--- src/rtl/reg_file_pkg.sv ---
// Shared constants and bus-slicing helper for the register-file write arbiter.
package reg_file_pkg;

  localparam int REG_ADDR_W   = 5;
  localparam int REG_DATA_W   = 32;
  localparam int REG_WR_PORTS = 4;

  localparam int SLICE_BUS_W  = 2048;
  localparam int SLICE_MAX_W  = 64;

  // Callers zero-extend the packed bus to SLICE_BUS_W and truncate the result to their width.
  function automatic logic [SLICE_MAX_W-1:0] bus_slice(input logic [SLICE_BUS_W-1:0] bus,
                                                       input int unsigned idx,
                                                       input int unsigned width);
    logic [SLICE_BUS_W-1:0] shifted;
    shifted = bus >> (idx * width);
    return shifted[SLICE_MAX_W-1:0];
  endfunction

endpackage

--- src/rtl/reg_file_wr_arbiter_rr_arbiter.sv ---
// Round-robin arbiter: grants the first request at or after the pointer, searching upward modulo N.
module rr_arbiter #(
  parameter int N = 4,
  localparam int IDX_W = (N > 1) ? $clog2(N) : 1
) (
  input  logic             clk,
  input  logic             n_reset,
  input  logic [N-1:0]     req,
  input  logic             enable,
  input  logic             advance,
  output logic [N-1:0]     grant,
  output logic [IDX_W-1:0] grant_idx
);

  logic [IDX_W-1:0] ptr;
  logic             found;
  int unsigned      cand;

  always_comb begin
    grant     = '0;
    grant_idx = '0;
    found     = 1'b0;
    cand      = 0;
    if (enable) begin
      for (int unsigned off = 0; off < N; off++) begin
        cand = (32'(ptr) + off) % N;
        if (!found && req[cand[IDX_W-1:0]]) begin
          found                     = 1'b1;
          grant[cand[IDX_W-1:0]]    = 1'b1;
          grant_idx                 = cand[IDX_W-1:0];
        end
      end
    end
  end

  always_ff @(posedge clk) begin
    if (!n_reset) begin
      ptr <= '0;
    end else if (advance) begin
      ptr <= (grant_idx == IDX_W'(N - 1)) ? '0 : grant_idx + 1'b1;
    end
  end

endmodule

--- src/rtl/reg_file_wr_arbiter.sv ---
// Round-robin arbiter sharing the reg_file write port among N requesters, with registered outputs.
// REG_FILE_ZERO_PROTECT_EN: handshakes to address 0 are acked but never raise wr_en.
module reg_file_wr_arbiter
  import reg_file_pkg::*;
#(
  parameter int W = REG_ADDR_W,
  parameter int B = REG_DATA_W,
  parameter int N = REG_WR_PORTS
) (
  input  logic         clk,
  input  logic         n_reset,
  input  logic         hold,
  input  logic [N-1:0]   req,
  input  logic [N*W-1:0] req_addr,
  input  logic [N*B-1:0] req_data,
  output logic [N-1:0]   ack,
  output logic           wr_en,
  output logic [W-1:0]   w_addr,
  output logic [B-1:0]   w_data
);

  localparam int IDX_W = (N > 1) ? $clog2(N) : 1;

  logic [N-1:0]     grant;
  logic [IDX_W-1:0] grant_idx;
  logic             enable;
  logic             hs;
  logic [W-1:0]     sel_addr;
  logic [B-1:0]     sel_data;
  logic             wr_ok;

  logic             vld_p1;
  logic [W-1:0]     addr_p1;
  logic [B-1:0]     data_p1;

  assign enable = n_reset & ~hold;

  rr_arbiter #(.N(N)) u_rr_arbiter (
    .clk       (clk),
    .n_reset   (n_reset),
    .req       (req),
    .enable    (enable),
    .advance   (hs),
    .grant     (grant),
    .grant_idx (grant_idx)
  );

  assign ack = grant;
  assign hs  = |grant;

  // Stage 0: select the granted requester's address and data.
  assign sel_addr = W'(bus_slice(SLICE_BUS_W'(req_addr), 32'(grant_idx), W));
  assign sel_data = B'(bus_slice(SLICE_BUS_W'(req_data), 32'(grant_idx), B));

`ifdef REG_FILE_ZERO_PROTECT_EN
  assign wr_ok = (sel_addr != '0);
`else
  assign wr_ok = 1'b1;
`endif

  // Stage 1: registered write port; idle cycles return everything to zero.
  always_ff @(posedge clk) begin
    if (!n_reset) begin
      vld_p1  <= 1'b0;
      addr_p1 <= '0;
      data_p1 <= '0;
    end else if (hs) begin
      vld_p1  <= wr_ok;
      addr_p1 <= sel_addr;
      data_p1 <= sel_data;
    end else begin
      vld_p1  <= 1'b0;
      addr_p1 <= '0;
      data_p1 <= '0;
    end
  end

  assign wr_en  = vld_p1;
  assign w_addr = addr_p1;
  assign w_data = data_p1;

endmodule

--- config.mk ---
export PLATFORM = sky130hd
export DESIGN_NAME = reg_file_wr_arbiter
export DESIGN_NICKNAME = d
export VERILOG_FILES = /design/src/rtl/reg_file_pkg.sv /design/src/rtl/reg_file_wr_arbiter_rr_arbiter.sv /design/src/rtl/reg_file_wr_arbiter.sv
export SDC_FILE = /design/constraint.sdc
export NUM_CORES = 1
export LEC_CHECK = 0
export ABC_AREA = 1
export CORE_ASPECT_RATIO = 1.5
export CORE_MARGIN = 1.5
export CORE_UTILIZATION = 40
export CTS_CLUSTER_SIZE = 40
export DETAILED_ROUTE_END_ITERATION = 10
export PLACE_DENSITY = 0.88
export SYNTH_ARGS = -nofsm -noshare
export SYNTH_HDL_FRONTEND = slang
export SYNTH_SLANG_ARGS = --single-unit
--- constraint.sdc ---
create_clock -name clk -period 3.6 [get_ports clk]
set_clock_uncertainty 0.05 [all_clocks]
set_input_delay 0.72 -clock clk [delete_from_list [all_inputs] [get_ports clk]]
set_output_delay 0.72 -clock clk [all_outputs]
set_load 0.01 [all_outputs]
==> results by group, run 1 <==
Clock tree
  • Worst-Skew Late Latency: 0.30 ns
  • # clock sinks: 40
  • Inserted Clock Buffers: 5
  • Post-CTS Hold Fix Bufs: 0
  • CTS Root Cell: clkbuf_8
  • Post-CTS Setup Bufs: 0
  • Clock slew at reported path FFs: 0.07 ns
  • Clk buf depth: 2
  • CTS HTree Levels: 2
  • Resized Gates After CTS: 0
  • CTS tree: yes

Placed design
  • Post-detail-place hpwl: 8730 um
  • Gpl congestion: 0.887
  • Port-buffer cells: 196

Critical path
  • Crit path DAT: 2.60 ns
  • CP Capture Type: output port
  • CP most frequent cell: nand2_1
  • Critical path fanouts, max: 7
  • WP data required: 2.83 ns
  • Worst Setup Path Type: input port to output port
  • CP Launch Type: input port
  • Cell family with most CP delay: buffers and inverters
  • Slowest CP cell: clkdlybuf4s50_1
  • Buffers & Inverters on Critical Path: 4
  • Largest stage delay, worst path: 0.52 ns
  • Cell breakdown of the critical path: clkdlybuf4s50_1 > inv_1 > nand2_1 > nand2_1 > nand2_1 > nand2_2 > nor2_2 > nand2_1 > nand3_1 > nand2_1 > inv_1 > clkdlybuf4s50_1

GRT
  • First-pass GRT wire length: 16600 um
  • GRT overflow: 0
  • Vias in the first global route: 3725
  • GR Util All Layers: 26.6%
  • Initial antenna violation count: 0
  • Largest net degree at the start of global routing: 77

Power and ir drop
  • Power per standard cell area: 534 nW/um^2
  • Leak: 2.66 nW
  • Final Power: 2.77 mW
  • Maximum vdd drop: 0.312 mV

Finish
  • Layout cells sized above 1: 4.86%
  • Antenna diode instance count: 0
  • Area Overhead vs Synth: 71.8%
  • Final Net Count: 902

Route
  • Drt drc: 0
  • Vias: 3920
  • Drt via density: 4.67
  • Wire length per cell: 13.1 um
  • Pre-antenna DRT Iters: 4
  • Antenna Nets Post-Route: 0
  • Initial detailed-routing violation count: 126
  • DRT Wirelength: 11000 um

Logic synthesis
  • Post-Synth XOR/XNOR Area: 0%
  • Sequential share of the synthesized area: 26.5%
  • Area share of and/or/nand/nor cells after synthesis: 45.7%
  • Synth Area in Adders: 3.31%
  • Unique masters post-synth: 23
  • Avg Synthesized Cell Area: 5.49 um^2
  • Register bit total from synthesis: 40
  • Largest family of logic cells by synthesized area: simple AND/OR/NAND/NOR gates
  • Syn Inst Count: 550
  • Yosys top cell area share: 33.4%
  • Syn_nets: 713
  • Mapped cell area: 3020 um^2
  • Synth area leader: nand2_1
  • Synth top area cells: nand2_1, dfxtp_1, inv_1
  • Area fraction in compound gates after synthesis: 8.20%
  • Fraction of synthesized area in multiplexers: 0%
  • Synth warn: 0

Floorplan
  • Placement Rows: 38
  • Chip Width: 74.0 um
  • Die Y: 109 um
  • Die ar.: 8100 um^2
  • Initial Utilization: 41.5%
  • # IOs: 197
  • Core area: 7270 um^2

STA
  • Min Hold Slack: 0.611 ns
  • Slew at the pin with the worst max-slew slack: 0.483 ns
  • TNS Setup: 0 ns
  • Slew Viols, Final: 0
  • Post-route minimum period: 3.37 ns
  • Final hold violations: 0
  • Fin crit share: 93.5%
  • Slew HR: 67.8%
  • Final setup fails: 0
  • Unrepaired setup endpoints after global routing: no
  • Max Fclk: 297 MHz

Job
  • # Max-Cap Violations: 0

Run status
  • Status: completed

Min path
  • Hold Path Class: flip-flop to flip-flop
-- cells in the mapped netlist --
master	count
a21boi_0	3
a21boi_1	2
a21oi_1	39
buf_1	1
buf_2	16
buf_4	5
buf_6	1
clkbuf_1	5
dfxtp_1	40
ha_1	8
inv_1	87
inv_2	4
nand2_1	269
nand2_2	3
nand2_4	1
nand3_1	46
nand3_2	3
nand4_1	4
nor2_1	7
nor2_2	1
nor2_4	2
o21ai_0	2
o21ai_1	1
-- tightest hold or removal path, stage by stage (launching register included) --
cell	delay [ns]
dfxtp_1	0.31
buf_4	0.16
nor2_1	0.10
nor2_1	0.05
-- placed cells by master (no fill, tap or decap), drive strengths merged --
cell type      count
ha                 8
nor2              10
clkdlybuf4s50    196
buf               14
bufinv             1
nand3             49
a21boi             5
dfxtp             40
nand2            273
clkbuf             6
a21oi             39
inv               91
o21ai              3
nand4              4
clkinv             1
-- logic make-up (layout without fill, tap and decap cells) --
logic type	Yosys count	count (layout)
flip-flops	40	40
AND/OR/NAND/NOR	336	336
adder cells (fa/ha/maj)	8	8
AO/OA/AOI/OAI	47	47
buffers and inverters	119	309
-- state kept, by name (all words and copies together), names as in the netlist --
signal / flops
w_data: 32
w_addr: 5
wr_en: 1
u_rr_arbiter.ptr: 2
-- cell type report --
cell class,count,area [um^2]
tap,100,125
clock inverter,2,35.0
inverter,91,342
fill,642,2080
timing repair buffer,210,2080
multi-input combinational,391,1740
clock buffer,6,72.6
sequential,40,801
-- report_power, final --
group	internal, mW	switching, mW	total, mW
registers	0.600	0.0425	0.642
clock network	0.206	0.158	0.364
logic	0.777	0.987	1.76
total	1.58	1.19	2.77
-- per-stage QoR --
step / setup slack, ns / utilization [%] / instance area (um^2) / instances
floorplan: 1.09 / - / 3020 / 550
global placement: 0.257 / 69.9 / 5080 / 832
detailed placement: 0.254 / 69.9 / 5080 / 832
CTS: 0.241 / 71.3 / 5190 / 840
global route: 0.0157 / 71.3 / 5190 / 840
finish: 0.232 / 71.3 / 5190 / 840
-- worst paths after layout --
check	start	endpoint	slack, ns	cells after the start
worst max-delay path	req[3]	ack[1]	0.23	12
worst min-delay path	u_rr_arbiter.ptr[1]	u_rr_arbiter.ptr[1]	0.61	3
worst max register to register	u_rr_arbiter.ptr[0]	w_data[15]	0.99	16
worst min register to register	u_rr_arbiter.ptr[1]	u_rr_arbiter.ptr[1]	0.61	3
-- per-layer routing --
metal | share of wire [%] | track usage [%] | routed length (um) | vias to the layer above
met5 | 0 | 0 | 0 | -
met4 | 4.0 | 12.4 | 443 | 0
met3 | 6.0 | 4.31 | 660 | 31
met2 | 54 | 51.9 | 6000 | 154
met1 | 36 | 26.2 | 3930 | 1717
li1 | - | - | - | 2018
Power figures use the tool's default switching activity.
==> inputs of run 2 (changes only) <==
ABC_CLOCK_PERIOD_IN_PS = 3600   (was default)
==> results of run 2 <==
No change in the layout: final DEF, timing and power equal those of run 1.
==> inputs of run 3 (changes only) <==
ABC_CLOCK_PERIOD_IN_PS = 3400   (was 3600)
CORE_UTILIZATION = 37   (was 40)
PLACE_DENSITY = 0.82   (was 0.88)
clock period = 3.4 ns   (was 3.6 ns; I/O delays follow)
==> run 3 against run 2 <==
Net effect:
- largest power group unchanged
- critical path type unchanged
- core utilization decreased by 5.1 points
- highest routed layer unchanged
- critical path depth shrank 1
- count of clock-buffer cells in the layout stayed put
- largest cell class unchanged
- combinational power increased by 9%
- sequential power grew 5.6%
==> results by group, run 3 (synthesized netlist as in run 1, its figures left out) <==
Placed design
  • Dpl cell area: 5100 um^2
  • Post-detail-place hpwl: 7990 um
  • Placed cell count: 833
  • Port-buffer cells: 196
  • Gpl congestion: 0.969

Critical path
  • CP Launch Type: input port
  • Worst Setup Path Type: input port to output port
  • Crit path DAT: 2.56 ns
  • Buffers & Inverters on Critical Path: 4
  • FF-to-FF setup slack: 0.70 ns
  • Slowest CP cell: clkdlybuf4s50_1
  • Critical path fanouts, max: 6
  • CP Capture Type: output port
  • Cell family with most CP delay: buffers and inverters
  • Largest stage delay, worst path: 0.48 ns
  • Cell breakdown of the critical path: clkdlybuf4s50_1 > inv_1 > nand2_1 > nand3_4 > nand2_4 > nor2_4 > a21oi_1 > nand3_1 > nand2_1 > inv_1 > clkdlybuf4s50_1
  • WP data required: 2.67 ns

GRT
  • First-pass GRT wire length: 17000 um
  • Vias in the first global route: 3818
  • Initial antenna violation count: 0
  • Largest net degree at the start of global routing: 77
  • GRT overflow: 0
  • GR Util All Layers: 23.7%

STA
  • Final hold violations: 0
  • Slew at the pin with the worst max-slew slack: 0.449 ns
  • TNS Setup: 0 ns
  • Slew HR: 70.0%
  • Final setup fails: 0
  • Unrepaired setup endpoints after global routing: no
  • Fin crit share: 96.8%
  • Slew Viols, Final: 0
  • Max Fclk: 304 MHz
  • Post-route minimum period: 3.29 ns

Power and ir drop
  • Leak: 2.68 nW
  • Maximum vdd drop: 0.420 mV
  • Power per standard cell area: 580 nW/um^2

Route
  • Metal2 WL: 5570 um
  • Initial detailed-routing violation count: 107
  • Pre-antenna DRT Iters: 4
  • Metal3 WL: 606 um
  • Drt drc: 0
  • Drt via density: 4.64
  • Wire length per cell: 12.5 um
  • DRT Wirelength: 10500 um
  • Antenna Nets Post-Route: 0
  • DRT met1 WL: 3960 um
  • Vias: 3900
  • Top sig layer: met4

Clock tree
  • # clock sinks: 40
  • Clock slew at reported path FFs: 0.06 ns
  • Post-CTS Hold Fix Bufs: 0
  • Inserted Clock Buffers: 5
  • Post-CTS Setup Bufs: 0
  • Clk buf depth: 2
  • CTS HTree Levels: 2
  • Resized Gates After CTS: 0
  • CTS tree: yes
  • CTS Root Cell: clkbuf_16
  • Worst-Skew Late Latency: 0.27 ns

Run status
  • Status: completed

Job
  • # Max-Cap Violations: 0

Finish
  • Commonest non-fill, non-tap cell in the layout: nand2_1
  • Highest-count cells in the layout ignoring fill and taps: nand2_1, clkdlybuf4s50_1, inv_1, nand3_1, dfxtp_1
  • Antenna diode instance count: 0
  • Post-Layout Cell Count: 841
  • Area Overhead vs Synth: 74.5%
  • Max reg flops: 32
  • Final instance area: 5270 um^2
  • Final Net Count: 898
  • Final core utilization: 66.3%
  • Fillers: 735
  • Layout cells sized above 1: 4.76%

Floorplan
  • Core area: 7960 um^2
  • Chip Width: 76.8 um
  • Placement Rows: 40
  • # IOs: 197
  • Initial Utilization: 38.0%
  • Die Y: 114 um
  • Die ar.: 8730 um^2

Min path
  • Hold Path Class: flip-flop to flip-flop
[run 3: where the power goes]
part / switching [mW] / internal, mW
registers: 0.0422 / 0.636
clock network: 0.180 / 0.289
logic: 1.06 / 0.848
total: 1.28 / 1.77
[run 3: worst paths after layout]
| kind | cells past startpoint | start | endpoint |
|---|---|---|---|
| worst max-delay path | 11 | req[1] | ack[0] |
| worst min register to register | 3 | u_rr_arbiter.ptr[1] | u_rr_arbiter.ptr[1] |
| worst max register to register | 16 | u_rr_arbiter.ptr[0] | w_data[1] |
| worst min-delay path | 3 | u_rr_arbiter.ptr[1] | u_rr_arbiter.ptr[1] |
[run 3: cell type report]
type / instances / area, um^2 / share of cell area (%)
Inverter: 91 / 342 / 6.48
Clock inverter: 2 / 10.0 / 0.190
Multi-Input combinational cell: 391 / 1760 / 33.4
Sequential cell: 40 / 801 / 15.2
Clock buffer: 6 / 139 / 2.63
Timing Repair Buffer: 206 / 2090 / 39.6
Tap cell: 105 / 131 / 2.49
[run 3: metrics by stage]
step	power, mW	setup slack (ns)	hold WS (ns)
2_1_floorplan	1.76	0.930	0.508
3_3_place_gp	2.52	0.155	0.585
3_5_place_dp	2.56	0.104	0.595
4_1_cts	3.04	0.0977	0.606
5_1_grt	3.29	0.00570	0.654
6_report	3.06	0.107	0.627
[run 3: per-layer routing]
metal  GRT usage, %  up-vias
met5              0        -
met4           9.88        0
met3           4.72       27
met2           46.3      153
met1           24.1     1708
li1               -     2012
[run 3: tightest hold or removal path, delay by kind of cell, from the launching register on]
| family | cells | cell delay, ns |
|---|---|---|
| flops | 1 | 0.32 |
| buf+inv | 1 | 0.17 |
| simple gates | 2 | 0.15 |
